--- config.mk ---
export PLATFORM = sky130hd
export DESIGN_NAME = saturating_counter_bank
export DESIGN_NICKNAME = d
export VERILOG_FILES = /design/src/rtl/satcnt_pkg.sv /design/src/rtl/satcnt_lane.sv /design/src/rtl/saturating_counter_bank.sv
export SDC_FILE = /design/constraint.sdc
export NUM_CORES = 1
export LEC_CHECK = 0
export CORE_ASPECT_RATIO = 1.4
export CORE_MARGIN = 2
export CORE_UTILIZATION = 35
export DETAILED_ROUTE_END_ITERATION = 8
export PLACE_DENSITY = 0.63
export SLEW_MARGIN = 15
export SYNTH_ARGS = -nofsm -noshare
export SYNTH_HDL_FRONTEND = slang
export SYNTH_HIERARCHICAL = 1
export SYNTH_SLANG_ARGS = --single-unit
export TNS_END_PERCENT = 100
--- constraint.sdc ---
create_clock -name clk -period 2.84 [get_ports clk]
set_clock_uncertainty 0.05 [all_clocks]
set_input_delay 0.284 -clock clk [delete_from_list [all_inputs] [get_ports clk]]
set_output_delay 0.284 -clock clk [all_outputs]
set_load 0.03 [all_outputs]
--- src/rtl/satcnt_pkg.sv ---
// Shared helpers for the saturating counter bank: rest level, clamped add/sub
// and default hysteresis thresholds.
package satcnt_pkg;

    localparam int SATCNT_DEF_HI_TH = 192;
    localparam int SATCNT_DEF_LO_TH = 64;

    // Midpoint of an n-bit range; idle channels decay toward it.
    function automatic int unsigned rest_value(input int unsigned n);
        return 32'd1 << (n - 32'd1);
    endfunction

    // The sum is formed one bit wider than the operands so it can never wrap.
    function automatic logic [31:0] clamp_add(input logic [31:0] a,
                                              input logic [31:0] b,
                                              input logic [31:0] max_v);
        logic [32:0] s;
        s = {1'b0, a} + {1'b0, b};
        return (s > {1'b0, max_v}) ? max_v : s[31:0];
    endfunction

    // A borrow out of the extra top bit means the result went below zero.
    function automatic logic [31:0] clamp_sub(input logic [31:0] a,
                                              input logic [31:0] b);
        logic [32:0] d;
        d = {1'b0, a} - {1'b0, b};
        return d[32] ? 32'd0 : d[31:0];
    endfunction

endpackage

--- src/rtl/satcnt_lane.sv ---
// One channel of the saturating counter bank: value register, clamped
// arithmetic, decay toward rest, and registered flags derived from the next value.
module satcnt_lane
    import satcnt_pkg::*;
#(
    parameter int N      = 8,
    parameter int STEP_W = 4,
    parameter int HI_TH  = SATCNT_DEF_HI_TH,
    parameter int LO_TH  = SATCNT_DEF_LO_TH
) (
    input  logic              clk,
    input  logic              rst_n,
    input  logic              inc,
    input  logic              dec,
    input  logic [STEP_W-1:0] step,
    input  logic              load_hit,
    input  logic [N-1:0]      load_val,
    input  logic              tick,
    output logic [N-1:0]      value,
    output logic              at_max,
    output logic              at_min,
    output logic              high
);

    localparam logic [N-1:0] REST    = N'(rest_value(N));
    localparam logic [N-1:0] MAX_VAL = {N{1'b1}};
    localparam logic [N-1:0] HI_VAL  = N'(HI_TH);
    localparam logic [N-1:0] LO_VAL  = N'(LO_TH);

    logic [N-1:0] r_value;
    logic         r_at_max;
    logic         r_at_min;
    logic         r_high;
    logic [N-1:0] w_next;
    logic         w_high_next;

    always_comb begin
        w_next = r_value;
        if (load_hit) begin
            w_next = load_val;
        end else if (inc && !dec) begin
            w_next = N'(clamp_add(32'(r_value), 32'(step), 32'(MAX_VAL)));
        end else if (dec && !inc) begin
            w_next = N'(clamp_sub(32'(r_value), 32'(step)));
        end else if (tick && !inc && !dec) begin
            // inc&dec together still counts as activity, so decay is skipped.
            if (r_value < REST) begin
                w_next = r_value + 1'b1;
            end else if (r_value > REST) begin
                w_next = r_value - 1'b1;
            end
        end
    end

    always_comb begin
        w_high_next = r_high;
        if (w_next >= HI_VAL) begin
            w_high_next = 1'b1;
        end else if (w_next <= LO_VAL) begin
            w_high_next = 1'b0;
        end
    end

    always_ff @(posedge clk) begin
        if (!rst_n) begin
            r_value  <= REST;
            r_at_max <= 1'b0;
            r_at_min <= 1'b0;
            r_high   <= 1'b0;
        end else begin
            r_value  <= w_next;
            r_at_max <= (w_next == MAX_VAL);
            r_at_min <= (w_next == '0);
            r_high   <= w_high_next;
        end
    end

    assign value  = r_value;
    assign at_max = r_at_max;
    assign at_min = r_at_min;
    assign high   = r_high;

endmodule

--- src/rtl/saturating_counter_bank.sv ---
// Bank of CH saturating counters with shared step, per-channel load and
// hysteresis flags. Decay toward rest is built only when SATCNT_BANK_DECAY_EN is defined.
module saturating_counter_bank
    import satcnt_pkg::*;
#(
    parameter int N            = 8,
    parameter int CH           = 4,
    parameter int STEP_W       = 4,
    parameter int DECAY_PERIOD = 16,
    parameter int HI_TH        = SATCNT_DEF_HI_TH,
    parameter int LO_TH        = SATCNT_DEF_LO_TH,
    localparam int LCH_W       = (CH > 1) ? $clog2(CH) : 1
) (
    input  logic              clk,
    input  logic              rst_n,
    input  logic [CH-1:0]     inc,
    input  logic [CH-1:0]     dec,
    input  logic [STEP_W-1:0] step,
    input  logic              load,
    input  logic [LCH_W-1:0]  load_ch,
    input  logic [N-1:0]      load_val,
    output logic [CH*N-1:0]   value,
    output logic [CH-1:0]     at_max,
    output logic [CH-1:0]     at_min,
    output logic [CH-1:0]     high
);

    logic          w_tick;
    logic [CH-1:0] w_load_hit;

    if (N < 2 || CH < 1 || DECAY_PERIOD < 1 || LO_TH >= HI_TH) begin : g_param_check
        $error("saturating_counter_bank: illegal parameter combination");
    end

`ifdef SATCNT_BANK_DECAY_EN
    localparam int PW = (DECAY_PERIOD > 1) ? $clog2(DECAY_PERIOD) : 1;
    localparam logic [PW-1:0] PRESC_LAST = PW'(DECAY_PERIOD - 1);

    logic [PW-1:0] r_presc;

    // Free-running; channel activity never restarts it.
    always_ff @(posedge clk) begin
        if (!rst_n) begin
            r_presc <= '0;
        end else if (r_presc == PRESC_LAST) begin
            r_presc <= '0;
        end else begin
            r_presc <= r_presc + 1'b1;
        end
    end

    assign w_tick = (r_presc == PRESC_LAST);
`else
    assign w_tick = 1'b0;
`endif

    for (genvar gi = 0; gi < CH; gi++) begin : g_lane
        // Codes beyond CH-1 match no lane, so out-of-range loads drop out.
        assign w_load_hit[gi] = load && (load_ch == LCH_W'(gi));

        satcnt_lane #(
            .N      (N),
            .STEP_W (STEP_W),
            .HI_TH  (HI_TH),
            .LO_TH  (LO_TH)
        ) u_lane (
            .clk      (clk),
            .rst_n    (rst_n),
            .inc      (inc[gi]),
            .dec      (dec[gi]),
            .step     (step),
            .load_hit (w_load_hit[gi]),
            .load_val (load_val),
            .tick     (w_tick),
            .value    (value[gi*N +: N]),
            .at_max   (at_max[gi]),
            .at_min   (at_min[gi]),
            .high     (high[gi])
        );
    end

endmodule

==> flow_summary.toml <==
[final_layout]
ff_latch_area_sq_um = 900.9
final_layout_size_suffix_gt1_share_pct = 31.48
multiInputGateArea_sq_um = 5353
filler_cell_count = 1673
layout.cell_area.non_filler_sq_um = 9155
nNetsFinal = 1121
areaGrowthSynthToFinish_pct = 49.11
antenna_fix_cells = 0
finish.utilization_pct = 53.04

[die]
start_util_pct = 35.57
fp.dieW_microns = 115.9
height_of_the_chip_microns = 160.7
design.core.area_sq_um = 17260
ioPinCount = 69
floorplan.rows = 57
total_die_area_sq_um = 18630

[sta]
fin_worst_hold_slack_ns = 0.4617
grt_setup_unrepaired = "yes"
final_max_slew_viol_count = 0
finalWorstPathRequiredPeriod_ns = 2.838
tightest_slew_ns = 0.7485
layout_worst_path_cycle_share_pct = 99.91
report.final.hold_viol_count = 0
slew_headroom_pct = 49.94
fmaxAchievable_mhz = 352.4
setup_ws_ns = 0.002470
finalSetupViolCount = 0

[setup_path]
critical_path.endpoint_type = "flip-flop"
setup.worst_path.class = "flip-flop to flip-flop"
critPathMaxFanout = 4
crit_required_ns = 2.97
worst_setup_path_start_kind = "flip-flop"
worst-endpoint-arrival_ns = 2.97

[power_and_ir_drop]
p_leak_nw = 3.908
pwr_density_cell_nw_per_um2 = 451.5
vdd_drop_max_mv = 0.1977

[synthesis]
simple_gate_share_of_the_synthesized_area_pct = 31.47
syn-cell-area_sq_um = 6140
synth-seq-area-share_pct = 14.35
synth-adder-area-share_pct = 11.58
top_reg_cell_synth = "dfxtp_1"
main_combinational_cell_family_by_area_after_synthesis = "simple AND/OR/NAND/NOR gates"
synth_top_cell_area_share_pct = 14.35
netlist_top_cells_count = "inv_1 (68), nor2_1 (57), dfxtp_1 (44), ha_1 (44), nand2_1 (44)"
yosys.area_share.xor_xnor_pct = 4.993
edff_count_synth = 0
synth_mux_area_share_pct = 2.344
synth_cell_type_count = 104
postSynthRegisterBits = 44
synth_area_leader_cell = "dfxtp_1"
postSynthAreaPerCell_sq_um = 7.655
synth.area.top_cells = "dfxtp_1 (14%), ha_1 (9.0%), inv_1 (4.2%)"
syn-instance-count = 802
synth_compound_area_share_pct = 27.35
yosysMostFrequentCell = "inv_1"
async_flop_share_pct = 0
yosysWarningCount = 6

[drt]
ant_nets = 0
drt_pre_antenna_iters = 6
routed_wire_length_per_instance_microns = 17.47
detail_route.drc_violations = 0
wl_microns = 22380
avgViaCountPerCell = 5.624
via_count = 7204
first_iter_violations = 487

[grt]
wire_length_of_the_first_global_routing_pass_microns = 34780
grt_antenna_before_repair = 0
grt_start_max_net_pins = 20
global_route.overflow_total = 0
gr-usage-all-layers_pct = 23.30
grt_pass1_vias = 6816

[clock_network]
cts-root-to-sink-buffers = 2
worstSkewPairLatency_ns = 0.28
cts_buffers = 5
tritoncts = "yes"
clock_tree.root_cell = "clkbuf_16"
cts-htree-levels = 2
clock-sinks = 44
holdBufCountCts = 0
clock_transition_at_the_register_clock_pins_on_the_worst_setup_and_hold_paths_after_cts_ns = 0.06

[flow_run]
max_cap_violations = 0

[place]
routabilityCongestion = 0.9129
place_hpwl_microns = 17350
postPlaceCellArea_sq_um = 8335
dpl_worst_slack_ns = -0.6455
portBuffers = 68

[status]
outcome = "complete, no violations"

[worst_hold_path]
worst_hold_path_type = "flip-flop to flip-flop"
placed cells by master (no fill, tap or decap), types with 17 or more instances in the layout:
| cell | synthesis | final |
|---|---|---|
| xnor2_1 | 23 | 23 |
| nor3_1 | 26 | 20 |
| dfxtp_1 | 44 | 36 |
| inv_1 | 68 | 59 |
| a21oi_1 | 43 | 38 |
| conb_1 | 1 | 17 |
| nand3_1 | 20 | 19 |
| nand2_1 | 44 | 43 |
| clkdlybuf4s50_1 | 0 | 64 |
| o21ai_0 | 26 | 22 |
| buf_4 | 1 | 185 |
| nor2_1 | 57 | 57 |
| nand2b_1 | 26 | 25 |
| ha_1 | 44 | 34 |
state kept, by name, summed over array words and instances (netlist names):
register	cells
g_lane.u_lane/value	32
g_lane.u_lane/at_max	4
g_lane.u_lane/at_min	4
g_lane.u_lane/high	4
area by class of cell:
| cell class | instances | share of cell area [%] |
|---|---|---|
| multi-input cells | 660 | 58.47 |
| clock buffers | 8 | 1.599 |
| well taps | 236 | 3.225 |
| flip-flops and latches | 44 | 9.840 |
| inverters | 69 | 2.911 |
| repair buffers | 264 | 23.96 |
worst paths after layout:
kind | start | end | slack (ns) | depth (start not counted)
hold / removal | g_lane[1].u_lane/high | g_lane[1].u_lane/high | 0.46 | 1
setup / recovery | g_lane[1].u_lane/value[0] | g_lane[1].u_lane/high | 0.002 | 14
hold reg to reg | g_lane[1].u_lane/high | g_lane[1].u_lane/high | 0.46 | 1
setup reg to reg | g_lane[1].u_lane/value[0] | g_lane[1].u_lane/high | 0.002 | 14
cell families (layout without fill, tap and decap cells):
logic type | Yosys count | count (layout)
compound gates | 222 | 222
xor+xnor | 35 | 35
fa+ha+maj | 52 | 52
buf+inv | 114 | 341
flops | 44 | 44
mux | 13 | 13
other cells | 1 | 17
simple gates | 321 | 321
power breakdown:
part,internal (mW),leakage (nW),switching [mW]
clock network,0.351,0.0712,0.226
registers,0.698,0.367,0.132
logic,1.30,3.47,1.42
repair_timing:
item,4_1_cts,5_1_grt
hold endpoints to repair,0,0
pin swaps,34,37
setup endpoints to repair,15,11
buffers inserted,12,7
gates cloned,0,0
resized for setup,65,49
worst max-delay path, stage by stage (launching register included):
cell      delay, ns
dfxtp_4        0.37
inv_4          0.07
ha_4           0.13
inv_2          0.03
fa_2           0.35
a21o_1         0.19
a21oi_4        0.19
a31oi_4        0.14
buf_6          0.16
a21oi_2        0.11
a222oi_1       0.11
buf_4          0.19
nor4_4         0.23
nand4_1        0.15
a41o_1         0.26
through the flow:
stage               std cells  setup TNS, ns  power (mW)
global route             1281        -0.4391       4.400
finish                   1281              0       4.134
floorplan                 818      -0.003909       2.228
global placement         1255         -9.506       3.243
CTS                      1275       -0.02520       3.999
detailed placement       1255         -10.31       3.256
routing by layer:
layer	share of wire [%]	wire [microns]	track usage (%)	up-vias
li1	-	-	-	3455
met1	38	8573	27.37	3388
met2	50	11280	41.79	279
met3	5.7	1271	2.302	82
met4	5.6	1253	10.82	0
met5	0	0	0	-
Note: power is estimated with default switching activity, not from simulation.
